<file path="config.mk">
export PLATFORM = sky130hd
export DESIGN_NAME = syn_mulberry_bus_responder
export DESIGN_NICKNAME = d
export VERILOG_FILES = /design/src/rtl/syn_mulberry_bus_responder.sv
export SDC_FILE = /design/constraint.sdc
export NUM_CORES = 1
export LEC_CHECK = 0
export CORE_ASPECT_RATIO = 2
export CORE_UTILIZATION = 36
export CTS_BUF_LIST = sky130_fd_sc_hd__clkbuf_2 sky130_fd_sc_hd__clkbuf_4 sky130_fd_sc_hd__clkbuf_8
export DETAILED_ROUTE_END_ITERATION = 12
export GPL_TIMING_DRIVEN = 0
export PLACE_DENSITY = 0.6
export RECOVER_POWER = 100
export REMOVE_ABC_BUFFERS = 1
export SYNTH_ARGS = -nofsm -noshare
export SYNTH_HDL_FRONTEND = slang
export SYNTH_SLANG_ARGS = --single-unit
export TNS_END_PERCENT = 1
</file>
<file path="constraint.sdc">
create_clock -name clk_ir -period 14.1 [get_ports clk_ir]
set_input_delay 4.23 -clock clk_ir [delete_from_list [all_inputs] [get_ports clk_ir]]
set_output_delay 4.23 -clock clk_ir [all_outputs]
set_load 0.1 [all_outputs]
</file>
<file path="src/rtl/syn_mulberry_bus_responder.sv">
// Mulberry bus responder: round-robin arbitration of client arithmetic requests onto one shared
// pipelined multiplier and one radix-2 restoring divider, one operation in flight at a time.
module syn_mulberry_bus_responder #(
  parameter int unsigned P_NUM_CLIENTS = 4,
  parameter int unsigned P_MUL_LAT     = 2,
  parameter int unsigned P_OPND_W      = 16
) (
  input  logic                                  clk_ir,
  input  logic                                  rst_sync,
  input  logic [2*P_NUM_CLIENTS-1:0]            client_sid,
  input  logic [2*P_OPND_W*P_NUM_CLIENTS-1:0]   client_req_data,
  output logic [P_NUM_CLIENTS-1:0]              client_req_rdy,
  output logic [P_NUM_CLIENTS-1:0]              client_res_valid,
  output logic [2*P_OPND_W-1:0]                 client_res,
  output logic                                  busy
);

  localparam int unsigned LP_IDX_W   = (P_NUM_CLIENTS > 1) ? $clog2(P_NUM_CLIENTS) : 1;
  localparam int unsigned LP_CNT_MAX = (P_MUL_LAT > P_OPND_W) ? P_MUL_LAT : P_OPND_W;
  localparam int unsigned LP_CNT_W   = $clog2(LP_CNT_MAX + 1);
  localparam int unsigned LP_RES_W   = 2 * P_OPND_W;
  localparam logic [LP_IDX_W:0]   LP_N        = (LP_IDX_W + 1)'(P_NUM_CLIENTS);
  localparam logic [LP_IDX_W-1:0] LP_LAST     = LP_IDX_W'(P_NUM_CLIENTS - 1);
  localparam logic [LP_CNT_W-1:0] LP_MUL_LAST = LP_CNT_W'(P_MUL_LAT - 1);
  localparam logic [LP_CNT_W-1:0] LP_DIV_LAST = LP_CNT_W'(P_OPND_W - 1);

  typedef enum logic [1:0] {
    SID_IDLE = 2'd0,
    SID_MUL  = 2'd1,
    SID_DIV  = 2'd2,
    SID_RSVD = 2'd3
  } sid_e;

  typedef enum logic [1:0] {
    IDLE_S = 2'd0,
    MUL_S  = 2'd1,
    DIV_S  = 2'd2,
    RSP_S  = 2'd3
  } state_e;

  state_e                r_state;
  logic [LP_IDX_W-1:0]   r_ptr;
  logic [LP_IDX_W-1:0]   r_grant;
  logic [LP_CNT_W-1:0]   r_cnt;
  logic [P_NUM_CLIENTS-1:0] r_req_rdy;
  logic [P_NUM_CLIENTS-1:0] r_res_valid;
  logic [LP_RES_W-1:0]   r_res;
  logic                  r_busy;
  logic [P_OPND_W-1:0]   r_dq;
  logic [P_OPND_W-1:0]   r_rem;
  logic [P_OPND_W-1:0]   r_b;
  logic [LP_RES_W-1:0]   r_mul_pipe [P_MUL_LAT];

  logic                  w_found;
  logic                  w_win_div;
  logic [LP_IDX_W-1:0]   w_win;
  logic [LP_IDX_W:0]     w_cand;
  logic [1:0]            w_cand_sid;
  logic [LP_RES_W-1:0]   w_sel_data;
  logic [P_OPND_W-1:0]   w_sel_a;
  logic [P_OPND_W-1:0]   w_sel_b;
  logic [P_OPND_W:0]     w_trial;
  logic [P_OPND_W:0]     w_diff;
  logic                  w_ge;
  logic [P_OPND_W-1:0]   w_rem_nxt;
  logic [P_OPND_W-1:0]   w_dq_nxt;

  assign client_req_rdy   = r_req_rdy;
  assign client_res_valid = r_res_valid;
  assign client_res       = r_res;
  assign busy             = r_busy;

  // Round-robin search starting at r_ptr; reserved and idle sids are never eligible.
  always_comb begin
    w_found    = 1'b0;
    w_win      = '0;
    w_win_div  = 1'b0;
    w_cand     = '0;
    w_cand_sid = '0;
    for (int unsigned i = 0; i < P_NUM_CLIENTS; i++) begin
      w_cand = {1'b0, r_ptr} + (LP_IDX_W + 1)'(i);
      if (w_cand >= LP_N) begin
        w_cand = w_cand - LP_N;
      end
      w_cand_sid = client_sid[2*int'(w_cand) +: 2];
      if (!w_found && (w_cand_sid == SID_MUL || w_cand_sid == SID_DIV)) begin
        w_found   = 1'b1;
        w_win     = w_cand[LP_IDX_W-1:0];
        w_win_div = (w_cand_sid == SID_DIV);
      end
    end
  end

  assign w_sel_data = client_req_data[int'(w_win)*LP_RES_W +: LP_RES_W];
  assign w_sel_a    = w_sel_data[LP_RES_W-1:P_OPND_W];
  assign w_sel_b    = w_sel_data[P_OPND_W-1:0];

  // One restoring step: shift the next dividend bit into the partial remainder, subtract if it fits.
  // With B==0 every step subtracts zero, yielding an all-ones quotient and R=A.
  always_comb begin
    w_trial   = {r_rem, r_dq[P_OPND_W-1]};
    w_diff    = w_trial - {1'b0, r_b};
    w_ge      = (w_trial >= {1'b0, r_b});
    w_rem_nxt = w_ge ? w_diff[P_OPND_W-1:0] : w_trial[P_OPND_W-1:0];
    w_dq_nxt  = {r_dq[P_OPND_W-2:0], w_ge};
  end

  // Product enters at grant from the selected operands; the last stage holds it exactly when
  // MUL_S finishes, so the delay line can run freely every cycle.
  always_ff @(posedge clk_ir) begin
    if (rst_sync) begin
      for (int unsigned i = 0; i < P_MUL_LAT; i++) begin
        r_mul_pipe[i] <= '0;
      end
    end else begin
      r_mul_pipe[0] <= LP_RES_W'(w_sel_a) * LP_RES_W'(w_sel_b);
      for (int unsigned i = 1; i < P_MUL_LAT; i++) begin
        r_mul_pipe[i] <= r_mul_pipe[i-1];
      end
    end
  end

  always_ff @(posedge clk_ir) begin
    if (rst_sync) begin
      r_state     <= IDLE_S;
      r_ptr       <= '0;
      r_grant     <= '0;
      r_cnt       <= '0;
      r_req_rdy   <= '0;
      r_res_valid <= '0;
      r_res       <= '0;
      r_busy      <= 1'b0;
      r_dq        <= '0;
      r_rem       <= '0;
      r_b         <= '0;
    end else begin
      r_req_rdy   <= '0;
      r_res_valid <= '0;
      case (r_state)
        IDLE_S: begin
          if (w_found) begin
            r_grant   <= w_win;
            r_ptr     <= (w_win == LP_LAST) ? '0 : w_win + 1'b1;
            r_cnt     <= '0;
            r_req_rdy <= P_NUM_CLIENTS'(1) << w_win;
            r_dq      <= w_sel_a;
            r_rem     <= '0;
            r_b       <= w_sel_b;
            r_busy    <= 1'b1;
            r_state   <= w_win_div ? DIV_S : MUL_S;
          end
        end
        MUL_S: begin
          if (r_cnt == LP_MUL_LAST) begin
            r_res       <= r_mul_pipe[P_MUL_LAT-1];
            r_res_valid <= P_NUM_CLIENTS'(1) << r_grant;
            r_state     <= RSP_S;
          end else begin
            r_cnt <= r_cnt + 1'b1;
          end
        end
        DIV_S: begin
          r_dq  <= w_dq_nxt;
          r_rem <= w_rem_nxt;
          if (r_cnt == LP_DIV_LAST) begin
            r_res       <= {w_dq_nxt, w_rem_nxt};
            r_res_valid <= P_NUM_CLIENTS'(1) << r_grant;
            r_state     <= RSP_S;
          end else begin
            r_cnt <= r_cnt + 1'b1;
          end
        end
        RSP_S: begin
          r_busy  <= 1'b0;
          r_state <= IDLE_S;
        end
        default: begin
          r_busy  <= 1'b0;
          r_state <= IDLE_S;
        end
      endcase
    end
  end

endmodule

</file>
==> qor.yml <==
status: "finished, violations left"
violations: "capacitance limit, slew limit"
nNetsFinal: 2507
worst_pin_slew_ns: 4.21
synth_compound_area_frac: 0.103
h-tree-depth: 4
crit_type: "input port to flop"
syn_area_um2: 16700
seq_area_frac_synth: 0.196
skew_ns: 0.0282
ios: 179
rsz0062_at_grt: "false"
fin_util: 0.425
synth_top_cell_area_share: 0.234
root_buffer: "clkbuf_8"
layout-drive-gt1-share: 0.0453
postSynthAreaPerCell_um2: 8.76
gp_congestion: 0.954
synthSimpleGateAreaFrac: 0.162
grt_first_pass_wirelength_mm: 83.5
finalHoldViolations: 0
syn2layout_area_growth_pct: 16.4
drc_errors: 0
grt_pass1_vias: 14900
synth-seq-cells: 164
cts_buffers: 17
ys_top_cells_by_area: "fa_1 (23%), dfxtp_1 (20%), ha_1 (10%)"
start_util: 0.365
antenna_left: 0
post_drt_wl_per_cell_um: 20.9
fmax_ghz: 0.0725
clock_latency_ns: 0.53
synth.area.mux_share: 0.102
place_area_um2: 19100
overflow: 0
final_common_cell: "inv_1"
yosysWarnings: 0
grt_max_degree: 95
worstSetupEndpointType: "flop"
drv_slew: 156
final_cell_mix: "inv_1 (269), nand2_1 (244), nor2_1 (216)"
synth_edf_count: 0
cap_violations: 2
io_buffers: 178
path_clk_slew_ns: 0.11
vias: 14000
synth.largest_area_cell: "fa_1"
worstSetupStartpointType: "input port"
nFillCells: 4576
die_h_um: 307
synth_top_family_by_area: "adder cells"
grt_antenna_before_repair: 1
drt_first_pass_iters: 5
design_area_um2: 19500
post-route-min-period_ns: 13.79
cts_hold_buf: 0
clkSinkCount: 164
wl_mm: 54.6
seqCellArea_um2: 3280
viasPerCell: 5.33
first_iter_violations: 655
fp.dieW_um: 154
fin_hold_ws_ns: 0.424
synth_xor_area_frac: 0.0183
synth_cells: 1909
slew_headroom: -1.80
min_period_over_period: 0.978
rows: 111
postSynth.asyncResetShare: 0
critPathMaxFanout: 24
hold_class: "flop to flop"
synthAdderAreaFrac: 0.335
cp.required_ns: 14.52
coreArea_um2: 45800
cp_slowest_cell: "mux2i_1"
dpl.hpwl_mm: 44.2
dieArea_um2: 47300
setup_viol_count_final: 0
cts_tree: "yes"
multi_input_area_um2: 12100
synth.distinct_cells: 71
grt_use_total: 0.237
r2r_setup_slack_ns: 3.48
ys.flop_type: "dfxtp_1"
slowest_delay_ns: 1.04
cts_max_path_buffers: 2
arrival_ns: 14.21
## cell families (layout without fill, tap and decap cells)
group	count (synthesis)	in the layout
buf+inv	347	490
compound gates	260	260
simple gates	620	620
fa+ha+maj	330	330
mux	153	153
flops	164	164
other cells	0	1
xor+xnor	35	35
## cell type report
type	count	area share
clock buffer	18	0.0127
timing repair buffer	189	0.101
tap	565	0.0363
sequential	164	0.169
clock inverter	14	0.00797
antenna	1	0.000129
inverter	269	0.0519
multi-input combinational	1398	0.621
## metal layers
metal  global-route usage  wire [µm]  up-vias
met5                    0          0        -
met4                0.186       4600        0
met3               0.0318       2040      199
met2                0.470      30800      415
met1                0.210      17100     6873
li1                     -          -     6468
## synth_stat cells, drive strengths merged, types with 30 or more instances
| cell type | count |
|---|---|
| fa | 195 |
| nor2 | 216 |
| a211oi | 30 |
| inv | 269 |
| nor2b | 49 |
| nand2 | 244 |
| ha | 135 |
| nor3 | 34 |
| mux2i | 123 |
| o21ai | 39 |
| buf | 31 |
| clkbuf | 47 |
| dfxtp | 164 |
| a21oi | 77 |
## worst paths after layout
path | from | endpoint | depth (start not counted)
worst max register to register | r_ptr[0]$_SDFFE_PP0P_ | r_mul_pipe[0][31]$_SDFF_PP0_ | 31
worst min register to register | r_mul_pipe[0][0]$_SDFF_PP0_ | r_mul_pipe[0][32]$_SDFF_PP0_ | 1
worst max-delay path | client_sid[7] | r_mul_pipe[0][31]$_SDFF_PP0_ | 31
worst min-delay path | r_mul_pipe[0][0]$_SDFF_PP0_ | r_mul_pipe[0][32]$_SDFF_PP0_ | 1
## per-stage QoR
| stage | setup TNS, ns | setup slack, ns | cells |
|---|---|---|---|
| final | 0 | 0.309 | 2618 |
| after global routing | 0 | 0.0187 | 2618 |
| after CTS | 0 | 0.363 | 2617 |
| after detailed placement | -0.229 | -0.194 | 2585 |
| after global placement | -36.00 | -2.13 | 2574 |
| after floorplan | 0 | 0.730 | 1831 |
## registers in the layout (all words and copies together) (netlist names)
name              count
r_mul_pipe           64
r_grant               2
r_ptr                 2
busy                  1
client_res           32
r_dq                 16
client_res_valid      4
r_state               2
r_rem                16
r_b                  16
r_cnt                 5
client_req_rdy        4
## worst max-delay path, delay by kind of cell
kind | cells | cell delay (ns)
simple gates | 2 | 0.24
fa+ha+maj | 8 | 3.97
buf+inv | 9 | 1.38
compound gates | 8 | 2.32
mux | 4 | 2.03
## what timing repair did
action,in CTS,in global routing
endpoints found under the hold margin,0,0
setup buffers,0,0
gates resized for setup,0,2
setup endpoints to repair,0,1
Power is left out: the tool's default activity adds up to more than one toggle a clock period on the data nets, which glitch-free logic cannot reach.
